<file path="src/rtl/fb_arbiter_if.sv">
// Frame-buffer arbiter bus: video timing in, pixel byte out, host write port and RAM port.
// The arbiter takes the slave view; the surrounding system (or bench) takes the master view.
interface fb_arbiter_if;
    logic        PixEn;
    logic [9:0]  Hcounter;
    logic [9:0]  Vcounter;
    logic [7:0]  PixData;
    logic [14:0] FbAddr;
    logic        FbWe;
    logic [7:0]  FbWData;
    logic [7:0]  FbRData;
    logic        HostReq;
    logic [14:0] HostAddr;
    logic [7:0]  HostData;
    logic        HostAck;
    logic        Underrun;

    // Host handshake: HostReq is a level held until HostAck, which pulses for exactly
    // one cycle when the write slot is granted (the write itself may be dropped if out of range).
    modport slave (
        input  PixEn, Hcounter, Vcounter, FbRData, HostReq, HostAddr, HostData,
        output PixData, FbAddr, FbWe, FbWData, HostAck, Underrun
    );

    modport master (
        output PixEn, Hcounter, Vcounter, FbRData, HostReq, HostAddr, HostData,
        input  PixData, FbAddr, FbWe, FbWData, HostAck, Underrun
    );
endinterface

</file>
<file path="src/rtl/fb_arbiter.sv">
// Shares one single-port 160x120 frame buffer between the display prefetch and host writes.
// Each stored byte covers a 4x4 pixel group; the byte for the next group is fetched ahead.
module fb_arbiter (
    input  logic          clk,
    input  logic          rst,
    fb_arbiter_if.slave   bus,
    output logic [1:0]    state_dbg
);
    typedef enum logic [1:0] {
        IDLE     = 2'd0,
        DISP_RD  = 2'd1,
        DISP_CAP = 2'd2,
        HOST_WR  = 2'd3
    } state_t;

    state_t      state;
    logic [7:0]  next_byte;
    logic        disp_pending;
    logic [14:0] disp_addr;

    logic        group_start;
    logic        active;
    logic        set_line;
    logic        set_wrap;
    logic        disp_set;
    logic        disp_go;
    logic        host_addr_ok;
    logic [9:0]  v_next;
    logic [14:0] row_now;
    logic [14:0] row_next;
    logic [14:0] addr_line;
    logic [14:0] addr_wrap;
    logic [14:0] new_addr;
    logic [14:0] go_addr;

    assign state_dbg = state;

    always_comb begin
        group_start  = bus.PixEn && (bus.Hcounter[1:0] == 2'b00);
        active       = (bus.Hcounter < 10'd640) && (bus.Vcounter < 10'd480);
        v_next       = (bus.Vcounter == 10'd524) ? 10'd0 : bus.Vcounter + 10'd1;
        row_now      = {7'd0, bus.Vcounter[9:2]};
        row_next     = {7'd0, v_next[9:2]};
        // row*160 as row*128 + row*32 keeps the multiply out of the datapath
        addr_line    = (row_now << 7) + (row_now << 5) + {7'd0, bus.Hcounter[9:2]} + 15'd1;
        addr_wrap    = (row_next << 7) + (row_next << 5);
        set_line     = group_start && (bus.Hcounter < 10'd636);
        set_wrap     = group_start && (bus.Hcounter == 10'd796) && (v_next < 10'd480);
        disp_set     = set_line || set_wrap;
        new_addr     = set_line ? addr_line : addr_wrap;
        // A fetch arriving this very cycle counts as seen, so it beats a waiting host
        disp_go      = disp_pending || disp_set;
        go_addr      = disp_set ? new_addr : disp_addr;
        host_addr_ok = bus.HostAddr < 15'd19200;
    end

    always_ff @(posedge clk) begin
        if (rst) begin
            state        <= IDLE;
            bus.PixData  <= 8'h00;
            next_byte    <= 8'h00;
            bus.FbAddr   <= 15'd0;
            bus.FbWData  <= 8'h00;
            bus.FbWe     <= 1'b0;
            bus.HostAck  <= 1'b0;
            disp_pending <= 1'b0;
            disp_addr    <= 15'd0;
            bus.Underrun <= 1'b0;
        end else begin
            if (group_start) begin
                bus.PixData <= active ? next_byte : 8'h00;
            end

            // A new request on top of an unserved one means the older byte is lost
            if (disp_set && disp_pending) begin
                bus.Underrun <= 1'b1;
            end

            if (disp_set) begin
                disp_addr <= new_addr;
            end

            case (state)
                IDLE: begin
                    if (disp_go) begin
                        state        <= DISP_RD;
                        bus.FbAddr   <= go_addr;
                        bus.FbWe     <= 1'b0;
                        disp_pending <= 1'b0;
                    end else if (bus.HostReq) begin
                        state        <= HOST_WR;
                        bus.FbAddr   <= bus.HostAddr;
                        bus.FbWData  <= bus.HostData;
                        bus.FbWe     <= host_addr_ok;
                        bus.HostAck  <= 1'b1;
                        disp_pending <= disp_set;
                    end else begin
                        disp_pending <= disp_set;
                    end
                end
                DISP_RD: begin
                    state        <= DISP_CAP;
                    disp_pending <= disp_pending || disp_set;
                end
                DISP_CAP: begin
                    next_byte    <= bus.FbRData;
                    state        <= IDLE;
                    disp_pending <= disp_pending || disp_set;
                end
                HOST_WR: begin
                    bus.FbWe     <= 1'b0;
                    bus.HostAck  <= 1'b0;
                    state        <= IDLE;
                    disp_pending <= disp_pending || disp_set;
                end
                default: begin
                    state <= IDLE;
                end
            endcase
        end
    end
endmodule

</file>
<file path="src/flat_wrapper.sv">
// flat-port wrapper written by rule: the top's interface ports become plain ports
module fb_arbiter_flat 
  (clk, rst, state_dbg, bus_PixEn, bus_Hcounter, bus_Vcounter, bus_FbRData, bus_HostReq, bus_HostAddr, bus_HostData, bus_PixData, bus_FbAddr, bus_FbWe, bus_FbWData, bus_HostAck, bus_Underrun);
  fb_arbiter_if bus_i ();
  input  logic clk;
  input  logic rst;
  output logic [1:0] state_dbg;
  input wire logic [$bits(bus_i.PixEn)-1:0] bus_PixEn;
  input wire logic [$bits(bus_i.Hcounter)-1:0] bus_Hcounter;
  input wire logic [$bits(bus_i.Vcounter)-1:0] bus_Vcounter;
  input wire logic [$bits(bus_i.FbRData)-1:0] bus_FbRData;
  input wire logic [$bits(bus_i.HostReq)-1:0] bus_HostReq;
  input wire logic [$bits(bus_i.HostAddr)-1:0] bus_HostAddr;
  input wire logic [$bits(bus_i.HostData)-1:0] bus_HostData;
  output wire logic [$bits(bus_i.PixData)-1:0] bus_PixData;
  output wire logic [$bits(bus_i.FbAddr)-1:0] bus_FbAddr;
  output wire logic [$bits(bus_i.FbWe)-1:0] bus_FbWe;
  output wire logic [$bits(bus_i.FbWData)-1:0] bus_FbWData;
  output wire logic [$bits(bus_i.HostAck)-1:0] bus_HostAck;
  output wire logic [$bits(bus_i.Underrun)-1:0] bus_Underrun;
  assign bus_i.PixEn = bus_PixEn;
  assign bus_i.Hcounter = bus_Hcounter;
  assign bus_i.Vcounter = bus_Vcounter;
  assign bus_i.FbRData = bus_FbRData;
  assign bus_i.HostReq = bus_HostReq;
  assign bus_i.HostAddr = bus_HostAddr;
  assign bus_i.HostData = bus_HostData;
  assign bus_PixData = bus_i.PixData;
  assign bus_FbAddr = bus_i.FbAddr;
  assign bus_FbWe = bus_i.FbWe;
  assign bus_FbWData = bus_i.FbWData;
  assign bus_HostAck = bus_i.HostAck;
  assign bus_Underrun = bus_i.Underrun;
  fb_arbiter u_core (.clk(clk), .rst(rst), .bus(bus_i), .state_dbg(state_dbg));
endmodule
</file>
<file path="config.mk">
export PLATFORM = sky130hd
export DESIGN_NAME = fb_arbiter_flat
export DESIGN_NICKNAME = d
export VERILOG_FILES = /design/src/rtl/fb_arbiter_if.sv /design/src/rtl/fb_arbiter.sv /design/src/flat_wrapper.sv
export SDC_FILE = /design/constraint.sdc
export NUM_CORES = 1
export LEC_CHECK = 0
export CORE_ASPECT_RATIO = 1.2
export CORE_MARGIN = 2
export CORE_UTILIZATION = 30
export CTS_CLUSTER_DIAMETER = 60
export DETAILED_ROUTE_END_ITERATION = 10
export GPL_ROUTABILITY_DRIVEN = 0
export GPL_TIMING_DRIVEN = 0
export PLACE_DENSITY = 0.49
export SYNTH_ARGS = -nofsm -noshare
export SYNTH_HDL_FRONTEND = slang
export SYNTH_SLANG_ARGS = --single-unit
</file>
<file path="constraint.sdc">
create_clock -name clk -period 4.2 [get_ports clk]
set_clock_uncertainty 0.2 [all_clocks]
set_input_delay 0.63 -clock clk [delete_from_list [all_inputs] [get_ports clk]]
set_output_delay 0.63 -clock clk [all_outputs]
set_load 0.01 [all_outputs]
</file>
==> results.md <==
- TritonRoute pass-1 iters: 4
- Antenna viol nets, final: 0
- Skew-Pair Late Insertion Delay: 0.32 ns
- Wirelength per Cell: ~16 um
- Reg2reg start: u_core.disp_pending
- CP Data Arrival Time: 3.85 ns
- Finished Layout Cells: around 700
- Max capacitance violation total: 0
- First-pass GRT wire length: roughly 19000 um
- Final Hold Viols: 0
- LEAKAGE: 1.99 nW
- CP startpoint: bus_Vcounter[3]
- Mux cell area share after synthesis: 0.0810
- GRT overflow: 0
- Fmax: between 200 and 300 MHz
- DR vias: 3565
- Most frequent cells in the layout: 88 x clkdlybuf4s50_1, 65 x nor2_1, 60 x dfxtp_1
- EDFF count, synth: 0
- Min Tclk post-route: 3.86 ns
- Critical Path RT: 4.18 ns
- Post-route cell area: just over 0.005 sq mm
- Synth Area in Compound Gates: 0.206
- Final WL: between 10000 and 15000 um
- Netlist cell types: 62
- H-Tree Depth: 3
- Diode count: 0
- Clk sinks: 60
- Layout cells sized above 1: 0.0768
- Setup CP Type: input port to flip-flop
- IO Port Bufs: 89
- Critical Path End Type: flip-flop
- Worst Max-Slew Pin Slew: 1.09 ns
- DIE HEIGHT: between 100 and 150 um
- Width of the die: 106 um
- Initial antenna violation count: 0
- Die ar.: 0.0133 sq mm
- Cell count after synthesis: 431
- Critical-path top delay cell: clkdlybuf4s50_1
- Post-synthesis xor/xnor area fraction: 0.0517
- Synthesized flop and latch total: 60
- DP HPWL: 8990 um
- Max Slew Vio Count: 0
- Synthesized netlist net count: around 520
- Placed cell area: 0.00482 sq mm
- RSZ-0062 raised after global routing: no
- # Post-CTS Setup Buffers: 0
- R2r setup slk: 1.89 ns
- Vias in the first global route: between 3000 and 4000
- CP Max Fanout: 6
- CTS tree: done
- Synthesis Warnings: 0
- Clk pin slew, worst setup/hold paths: 0.05 ns
- Synthesis-to-finish area growth: 38.1%
- Main synth FF type: dfxtp_1
- Largest buffer count on any clock path: 2
- Most common cell after layout, fill and taps aside: clkdlybuf4s50_1
- Average size of a mapped cell: 8.64 sq um
- Largest family of logic cells by synthesized area: compound AO/OA/AOI/OAI gates
- Type of the worst min-delay path: flip-flop to flip-flop
- Starting Density: 0.308
- Relative slew slack: 0.270
- Core Area: 0.0121 sq mm
- Power per cell area: approximately 360 mW/mm^2
- Final #Nets: 616
- Total Routing Usage GR: 0.176
- Setup crit end: u_core.bus.FbAddr[12]
- Worst VDD drop: 0.000258 V
- Placed Instances: 681
- Adder-cell area share of the yosys netlist: 0.105
- Root buffer cell: clkbuf_16
- Worst setup SP type: input port
- Status: finished, final reports clean
- DRT iter0 DRCs: 179
- Final worst path period share: 0.920
- Mapped Area: 0.00372 sq mm
- Register area share after synthesis: 0.322
- Post-synthesis simple-gate area fraction: 0.199
- Worst Reg-to-Reg Cells: 6
- CTS buffer count: 9
- CP peak stage delay: 0.59 ns
- Largest net degree at the start of global routing: 11
- Boundary Pins: 91
- Drt drc: 0
- Row count: between 40 and 50
- Post-synth ARST share: 0
- Setup violators final: 0
- Vias per Instance: 5.13
- CP cell instances: clkdlybuf4s50_1, and4_1, clkbuf_1, nand2_1, xnor2_2, ha_1, a211oi_1, o21bai_1, a21o_1, xor2_1, a32oi_1, nor2b_1, a311oi_1
- FF-to-FF End: u_core.bus.FbAddr[6]
critical path: cells and delay by family:
kind	cells	cell delay, ns
fa+ha+maj	1	0.30
simple gates	3	0.71
xor+xnor	2	0.46
compound gates	5	0.91
buf+inv	2	0.82
power breakdown:
| part | switching (mW) | internal [mW] | leakage [nW] | total, mW |
|---|---|---|---|---|
| registers | 0.0257 | 0.614 | 0.490 | 0.640 |
| clock network | 0.243 | 0.516 | 0.154 | 0.759 |
| logic | 0.246 | 0.229 | 1.34 | 0.475 |
kinds of logic after synthesis:
group,Yosys count
and+or+nand+nor,150
xor gates and xnor gates,22
DFF,60
adders and majority gates,30
AOI/OAI and AO/OA,108
muxes,29
buffers and inverters,32
what timing repair did:
action,in CTS,in global routing
hold buffers,0,0
endpoints found under the setup margin,0,4
gates resized for setup,0,4
stage by stage:
| stage | util | total power, mW | setup WS (ns) | setup TNS [ns] | hold slack (ns) |
|---|---|---|---|---|---|
| after CTS | 0.423 | 1.89 | 0.102 | 0 | 0.248 |
| after floorplan | - | 0.919 | 1.02 | 0 | 0.229 |
| after global routing | 0.425 | 1.96 | 0.0457 | 0 | 0.294 |
| after global placement | 0.398 | 1.12 | -0.181 | -0.259 | 0.238 |
| after detailed placement | 0.398 | 1.12 | -0.217 | -0.373 | 0.241 |
| final | 0.425 | 1.87 | 0.335 | 0 | 0.248 |
per-layer routing:
metal	routed length [um]	up-vias	share of wire	track usage
li1	-	1783	-	-
met1	4910	1666	0.43	0.206
met2	5600	93	0.49	0.308
met3	579	23	0.051	0.0409
met4	314	0	0.028	0.0704
met5	0	-	0	0
synth_stat cells, drive strengths merged (2+ instances only):
cell | count | area (sq um)
nor3 | 9 | 45.0
o21a | 2 | 15.0
a221oi | 2 | 17.5
mux2 | 9 | 101
nand4 | 5 | 31.3
and4 | 2 | 17.5
dfxtp | 60 | 1200
nand2 | 25 | 93.8
fa | 2 | 40.0
and2 | 5 | 31.3
buf | 6 | 33.8
o21bai | 4 | 30.0
a311oi | 8 | 70.1
o21ai | 19 | 98.8
a21o | 3 | 22.5
nor3b | 3 | 22.5
nand4b | 2 | 17.5
mux2i | 20 | 200
or4 | 2 | 18.8
xor2 | 12 | 105
ha | 28 | 350
a211oi | 9 | 80.1
xnor2 | 10 | 87.6
o31ai | 2 | 15.0
and3 | 3 | 18.8
or3 | 2 | 12.5
clkbuf | 13 | 48.8
nor2 | 66 | 255
nor4 | 3 | 18.8
nand3 | 9 | 50.1
nand3b | 2 | 15.0
nor2b | 6 | 37.5
a22oi | 10 | 75.1
inv | 13 | 48.8
a211o | 3 | 35.0
a31oi | 6 | 37.5
a21oi | 23 | 126
o211ai | 9 | 67.6
flip-flops by register name, summed over array words and instances, names as in the netlist:
signal	count
u_core.next_byte	8
u_core.bus.PixData	8
u_core.bus.FbAddr	15
u_core.bus.FbWData	8
u_core.disp_pending	1
u_core.bus.HostAck	1
u_core.state_dbg	2
u_core.disp_addr	15
u_core.bus.Underrun	1
u_core.bus.FbWe	1
layout make-up:
cell class,instances,area [sq um]
flip-flops and latches,60,1200
clock inverters,1,30.0
fillers,1223,6970
repair buffers,89,893
clock buffers,13,280
plain buffers,19,82.6
well taps,161,201
inverters,13,48.8
multi-input cells,339,2410
worst min path at each step:
stage | from | end | slack (ns) | cells after the start
after floorplan | u_core.disp_addr[12] | u_core.disp_addr[12] | 0.23 | 2
after global placement | u_core.disp_addr[12] | u_core.disp_addr[12] | 0.24 | 2
after detailed placement | u_core.disp_addr[12] | u_core.disp_addr[12] | 0.24 | 2
after CTS | u_core.disp_addr[12] | u_core.disp_addr[12] | 0.25 | 2
after global routing | u_core.disp_addr[12] | u_core.disp_addr[12] | 0.29 | 2
final | u_core.disp_addr[12] | u_core.disp_addr[12] | 0.25 | 2
(Power assumes the default switching activity.)
